[src/rtl/ram_bus_ctrl_pkg.sv]
`default_nettype none
// +-----------------------------------------------------------------------+
// | ram_bus_ctrl_pkg                                                      |
// | Shared SoC types for the SRAM bus controller.                         |
// | Rev 1.0                                                               |
// +-----------------------------------------------------------------------+
package ram_bus_ctrl_pkg;

  localparam int RBC_AW_DEFAULT = 10;

  typedef enum logic [1:0] {
    ST_INIT    = 2'd0,
    ST_IDLE    = 2'd1,
    ST_RD_WAIT = 2'd2,
    ST_RESP    = 2'd3
  } rbc_state_t;

endpackage
`default_nettype wire

[src/rtl/ram_bus_ctrl.sv]
`default_nettype none
// +-----------------------------------------------------------------------+
// | ram_bus_ctrl                                                          |
// | Valid/ready bus to single-port 32-bit SRAM, with optional zero-fill.  |
// | Rev 1.0                                                               |
// +-----------------------------------------------------------------------+
module ram_bus_ctrl
  import ram_bus_ctrl_pkg::*;
#(
  parameter int AW     = RBC_AW_DEFAULT,
  parameter bit CLR_EN = 1'b1
) (
  input  logic          clk_i,
  input  logic          rst_n_i,
  input  logic          mem_valid_i,
  input  logic [31:0]   mem_addr_i,
  input  logic [31:0]   mem_wdata_i,
  input  logic [3:0]    mem_wstrb_i,
  output logic          mem_ready_o,
  output logic [31:0]   mem_rdata_o,
  output logic          ram_cs_o,
  output logic [AW-1:0] ram_addr_o,
  output logic [31:0]   ram_data_o,
  output logic [3:0]    ram_mask_o,
  output logic          ram_wren_o,
  input  logic [31:0]   ram_data_i,
  output logic          init_done_o
);

  localparam logic [AW-1:0] C_CLR_LAST = '1;

  rbc_state_t    r_state;
  logic [AW-1:0] r_clr_cnt;
  logic          r_init_done;
  logic          r_ready;
  logic [31:0]   r_rdata;

  logic [AW-1:0] w_word;
  logic          w_unused_addr;

  assign w_word        = mem_addr_i[AW+1:2];
  assign w_unused_addr = ^{mem_addr_i[31:AW+2], mem_addr_i[1:0]};

  always_ff @(posedge clk_i or negedge rst_n_i) begin
    if (!rst_n_i) begin
      if (CLR_EN) r_state <= ST_INIT;
      else        r_state <= ST_IDLE;
      r_clr_cnt   <= '0;
      r_init_done <= !CLR_EN;
      r_ready     <= 1'b0;
      r_rdata     <= '0;
    end else begin
      r_ready <= 1'b0;
      case (r_state)
        ST_INIT: begin
          r_clr_cnt <= r_clr_cnt + 1'b1;
          if (r_clr_cnt == C_CLR_LAST) begin
            r_state     <= ST_IDLE;
            r_init_done <= 1'b1;
          end
        end
        ST_IDLE: begin
          if (mem_valid_i) begin
            if (|mem_wstrb_i) begin
              r_state <= ST_RESP;
              r_ready <= 1'b1;
            end else begin
              r_state <= ST_RD_WAIT;
            end
          end
        end
        ST_RD_WAIT: begin
          r_rdata <= ram_data_i;
          r_state <= ST_RESP;
          r_ready <= 1'b1;
        end
        ST_RESP: r_state <= ST_IDLE;
        default: r_state <= ST_IDLE;
      endcase
    end
  end

  // SRAM strobes are issued in the same cycle as the request, so they are
  // decoded from state; reset forces them low without waiting for a clock.
  always_comb begin
    ram_cs_o   = 1'b0;
    ram_wren_o = 1'b0;
    ram_mask_o = '0;
    ram_data_o = '0;
    ram_addr_o = '0;
    if (rst_n_i) begin
      case (r_state)
        ST_INIT: begin
          ram_cs_o   = 1'b1;
          ram_wren_o = 1'b1;
          ram_mask_o = 4'hF;
          ram_addr_o = r_clr_cnt;
        end
        ST_IDLE: begin
          if (mem_valid_i) begin
            ram_cs_o   = 1'b1;
            ram_addr_o = w_word;
            if (|mem_wstrb_i) begin
              ram_wren_o = 1'b1;
              ram_mask_o = mem_wstrb_i;
              ram_data_o = mem_wdata_i;
            end
          end
        end
        default: ;
      endcase
    end
  end

  assign mem_ready_o = r_ready;
  assign mem_rdata_o = r_rdata;
  assign init_done_o = r_init_done;

endmodule
`default_nettype wire

[config.mk]
export PLATFORM = sky130hd
export DESIGN_NAME = ram_bus_ctrl
export DESIGN_NICKNAME = d
export VERILOG_FILES = /design/src/rtl/ram_bus_ctrl_pkg.sv /design/src/rtl/ram_bus_ctrl.sv
export SDC_FILE = /design/constraint.sdc
export NUM_CORES = 1
export LEC_CHECK = 0
export CORE_MARGIN = 1
export CORE_UTILIZATION = 34
export CTS_BUF_LIST = sky130_fd_sc_hd__clkbuf_4
export DETAILED_ROUTE_END_ITERATION = 6
export PLACE_DENSITY = 0.83
export SLEW_MARGIN = 25
export SYNTH_ARGS = -nofsm -noshare
export SYNTH_HDL_FRONTEND = slang
export SYNTH_SLANG_ARGS = --single-unit
[constraint.sdc]
create_clock -name clk_i -period 2.2 [get_ports clk_i]
set_input_delay 0.44 -clock clk_i [delete_from_list [all_inputs] [get_ports clk_i]]
set_output_delay 0.44 -clock clk_i [all_outputs]
set_load 0.02 [all_outputs]
==> out/metrics.csv <==
metric,value,unit
HPWL Detailed,5543,microns
final hold vios,0,
Post-synth ARST share,100.0,%
adder-cell share of the synthesized area,2.191,%
Netlist cell types,29,
First-pass DRT Iterations,6,
multiplexer share of the synthesized area,17.36,%
Post-Synth XOR/XNOR Area,3.450,%
"Hold-fix buffers, CTS",0,
most area-hungry cell type in the Yosys netlist,dfrtp_1,
Final Net Count,492,
slowest library cell on the worst path,clkdlybuf4s50_1,
final setup vio count,34,
grt ovf,0,
Detailed Route Iter0 Violations,95,
Syn Area/Cell,11.48,sq um
clk sink count,46,
initial antenna violation count,0,
drt drc,10,
Final Slew Violations,0,
core area,6422,sq um
largest net degree at the start of global routing,29,
prevailing post-synth register cell,dfrtp_1,
layout cells sized above 1,40.00,%
element type at the critical path start,input port,
share of the synthesized area in the top cell type,50.38,%
Clock Skews,0.01331,ns
critical path capture point type,primary output,
Mapped Nets,306,
Hold Crit Class,in -> async,
status,finished with violations,
Max-Cap Viols,0,
clk slew on worst S/H paths,0.12,ns
CTS tree,done,
Total Routing Usage GR,20.76,%
via count,2297,
Hold WS,0.08090,ns
"most common cell after layout, fill and taps aside",clkdlybuf4s50_1,
row cnt,29,
"Cell Area, Synth",2285,sq um
"EDFF count, synth",0,
Gate Count Post-Synth,199,
I/O Buffers,162,
complex-gate fraction of the synthesized area,6.353,%
clk_lat worst skew,0.35,ns
setup ws final,-0.1257,ns
"Largest stage delay, worst path",0.52,ns
initial core utilization,35.57,%
Die Ht,83.98,microns
period utilization,105.7,%
critical path class,in -> out,
CTS Buf Count,5,
CP Cell Sequence,clkdlybuf4s50_1 -> and2_4 -> o41a_1 -> buf_6 -> clkbuf_16 -> and3_1 -> buf_6,
failing checks,"DRC, setup timing",
vias in the first global route,2335,
cell class contributing the biggest share of worst-path delay,buffers and inverters,
largest family of logic cells by synthesized area,multiplexers,
transition time of the tightest slew-check pin,0.4439,ns
RSZ-0062 raised after global routing,true,
chip width,83.98,microns
# diodes,0,
pwr dens,1092,nW/um^2
root buffer cell,clkbuf_4,
final wirelength,7736,microns
main area contributors after synthesis,"dfrtp_1, mux2_2, and3_1",
H-tree Lvls,2,
Post-Synth Simple-Gate Area,16.98,%
Seq cells post-synth,46,
fmax,430.0,MHz
Critical path buffers and inverters,4,
drt wl/cell,16.74,microns
CP required,1.76,ns
clk buf depth,2,
GP Congestion,0.7760,
"commonest non-fill, non-tap cells in the layout","clkdlybuf4s50_1, dfrtp_1, buf_4, mux2_2, buf_6",
leakage,1.986,nW
post-route ant nets,0,
post-place setup slack,-0.5068,ns
setup TNS,-3.301,ns
Layout area overhead,95.45,%
Final min period,2.326,ns
most used cell along the critical path,buf_6,
worst-path fanout max,8,
vias per cell,4.972,
Rel. slew slack,70.02,%
first-pass GRT wire length,11560,microns
total die area,7052,sq um
sequential share of the synthesized area,50.38,%
Yosys warning total,0,
Ports,185,
Worst Path Arrival,1.89,ns
"IR drop worst, VDD",675.9,uV
-- logic make-up after synthesis --
family	after synthesis
multiplexers	35
AND/OR/NAND/NOR	68
buffers and inverters	19
adder cells (fa/ha/maj)	4
AO/OA/AOI/OAI	18
flip-flops	46
XOR/XNOR	9
-- state kept, by name, summed over array words and instances, names as in the netlist --
register     flops
mem_rdata_o     32
init_done_o      1
r_clr_cnt       10
mem_ready_o      1
r_state          2
-- worst paths after layout --
check / start / endpoint / slack [ns] / cells after the start
min reg2reg: init_done_o / init_done_o / 0.49 / 1
max in group asynchronous: rst_n_i / r_clr_cnt[2] / 1.61 / 3
max reg2reg: r_clr_cnt[0] / r_state[1] / 0.45 / 5
min: rst_n_i / r_clr_cnt[7] / 0.08 / 2
max: mem_valid_i / ram_data_o[10] / -0.13 / 7
min in group clk_i: init_done_o / init_done_o / 0.49 / 1
-- synth_stat cells, types with 2 or more instances --
cell,number
nand2_1,4
dfrtp_1,46
o21a_1,2
nor2b_1,9
buf_2,3
mux2_2,33
nand4_1,3
nand3_1,4
xor2_1,3
inv_1,5
clkbuf_1,11
ha_1,4
nor2_1,12
xnor2_1,6
a22oi_1,9
and3_1,32
-- worst register-to-register path, delay by kind of cell, from the launching register on --
family | cells | cell delay [ns]
AND/OR/NAND/NOR | 1 | 0.17
AO/OA/AOI/OAI | 2 | 0.46
flip-flops | 1 | 0.47
multiplexers | 1 | 0.31
adder cells (fa/ha/maj) | 1 | 0.25
-- final cells by class --
cell class | instances | area [sq um]
Timing Repair Buffer | 193 | 1918
Clock buffer | 5 | 37.54
Fill cell | 464 | 1957
Inverter | 5 | 18.77
Multi-Input combinational cell | 134 | 1210
Tap cell | 77 | 96.34
Sequential cell | 46 | 1151
Clock inverter | 2 | 33.78
-- power by group --
part / total [mW] / internal, mW / switching [mW] / leakage (nW)
registers: 1.47 / 1.22 / 0.247 / 0.559
logic: 2.93 / 1.63 / 1.30 / 1.39
clock network: 0.484 / 0.230 / 0.254 / 0.0387
total: 4.88 / 3.07 / 1.80 / 1.99
-- through the flow --
stage	instances	utilization [%]	area (sq um)	power (mW)
floorplan	199	-	2285	2.816
global placement	450	64.80	4161	4.103
detailed placement	450	64.80	4161	4.172
CTS	459	65.26	4192	4.695
global route	462	69.53	4466	5.153
finish	462	69.53	4466	4.876
-- per-layer routing --
layer  vias to the layer above  global-route usage, %  wire length, microns
met5                         -                      0                     0
met4                         0                  6.426                   174
met1                      1110                  23.11                  2878
met3                        19                  5.539                   461
met2                        94                  38.30                  4221
li1                       1074                      -                     -
-- what timing repair did --
item	in CTS	in global routing
buffers inserted	1	1
gates cloned	1	2
setup endpoints to repair	48	48
gates resized for setup	252	56
pin swaps	1	15
Power figures use the tool's default switching activity.
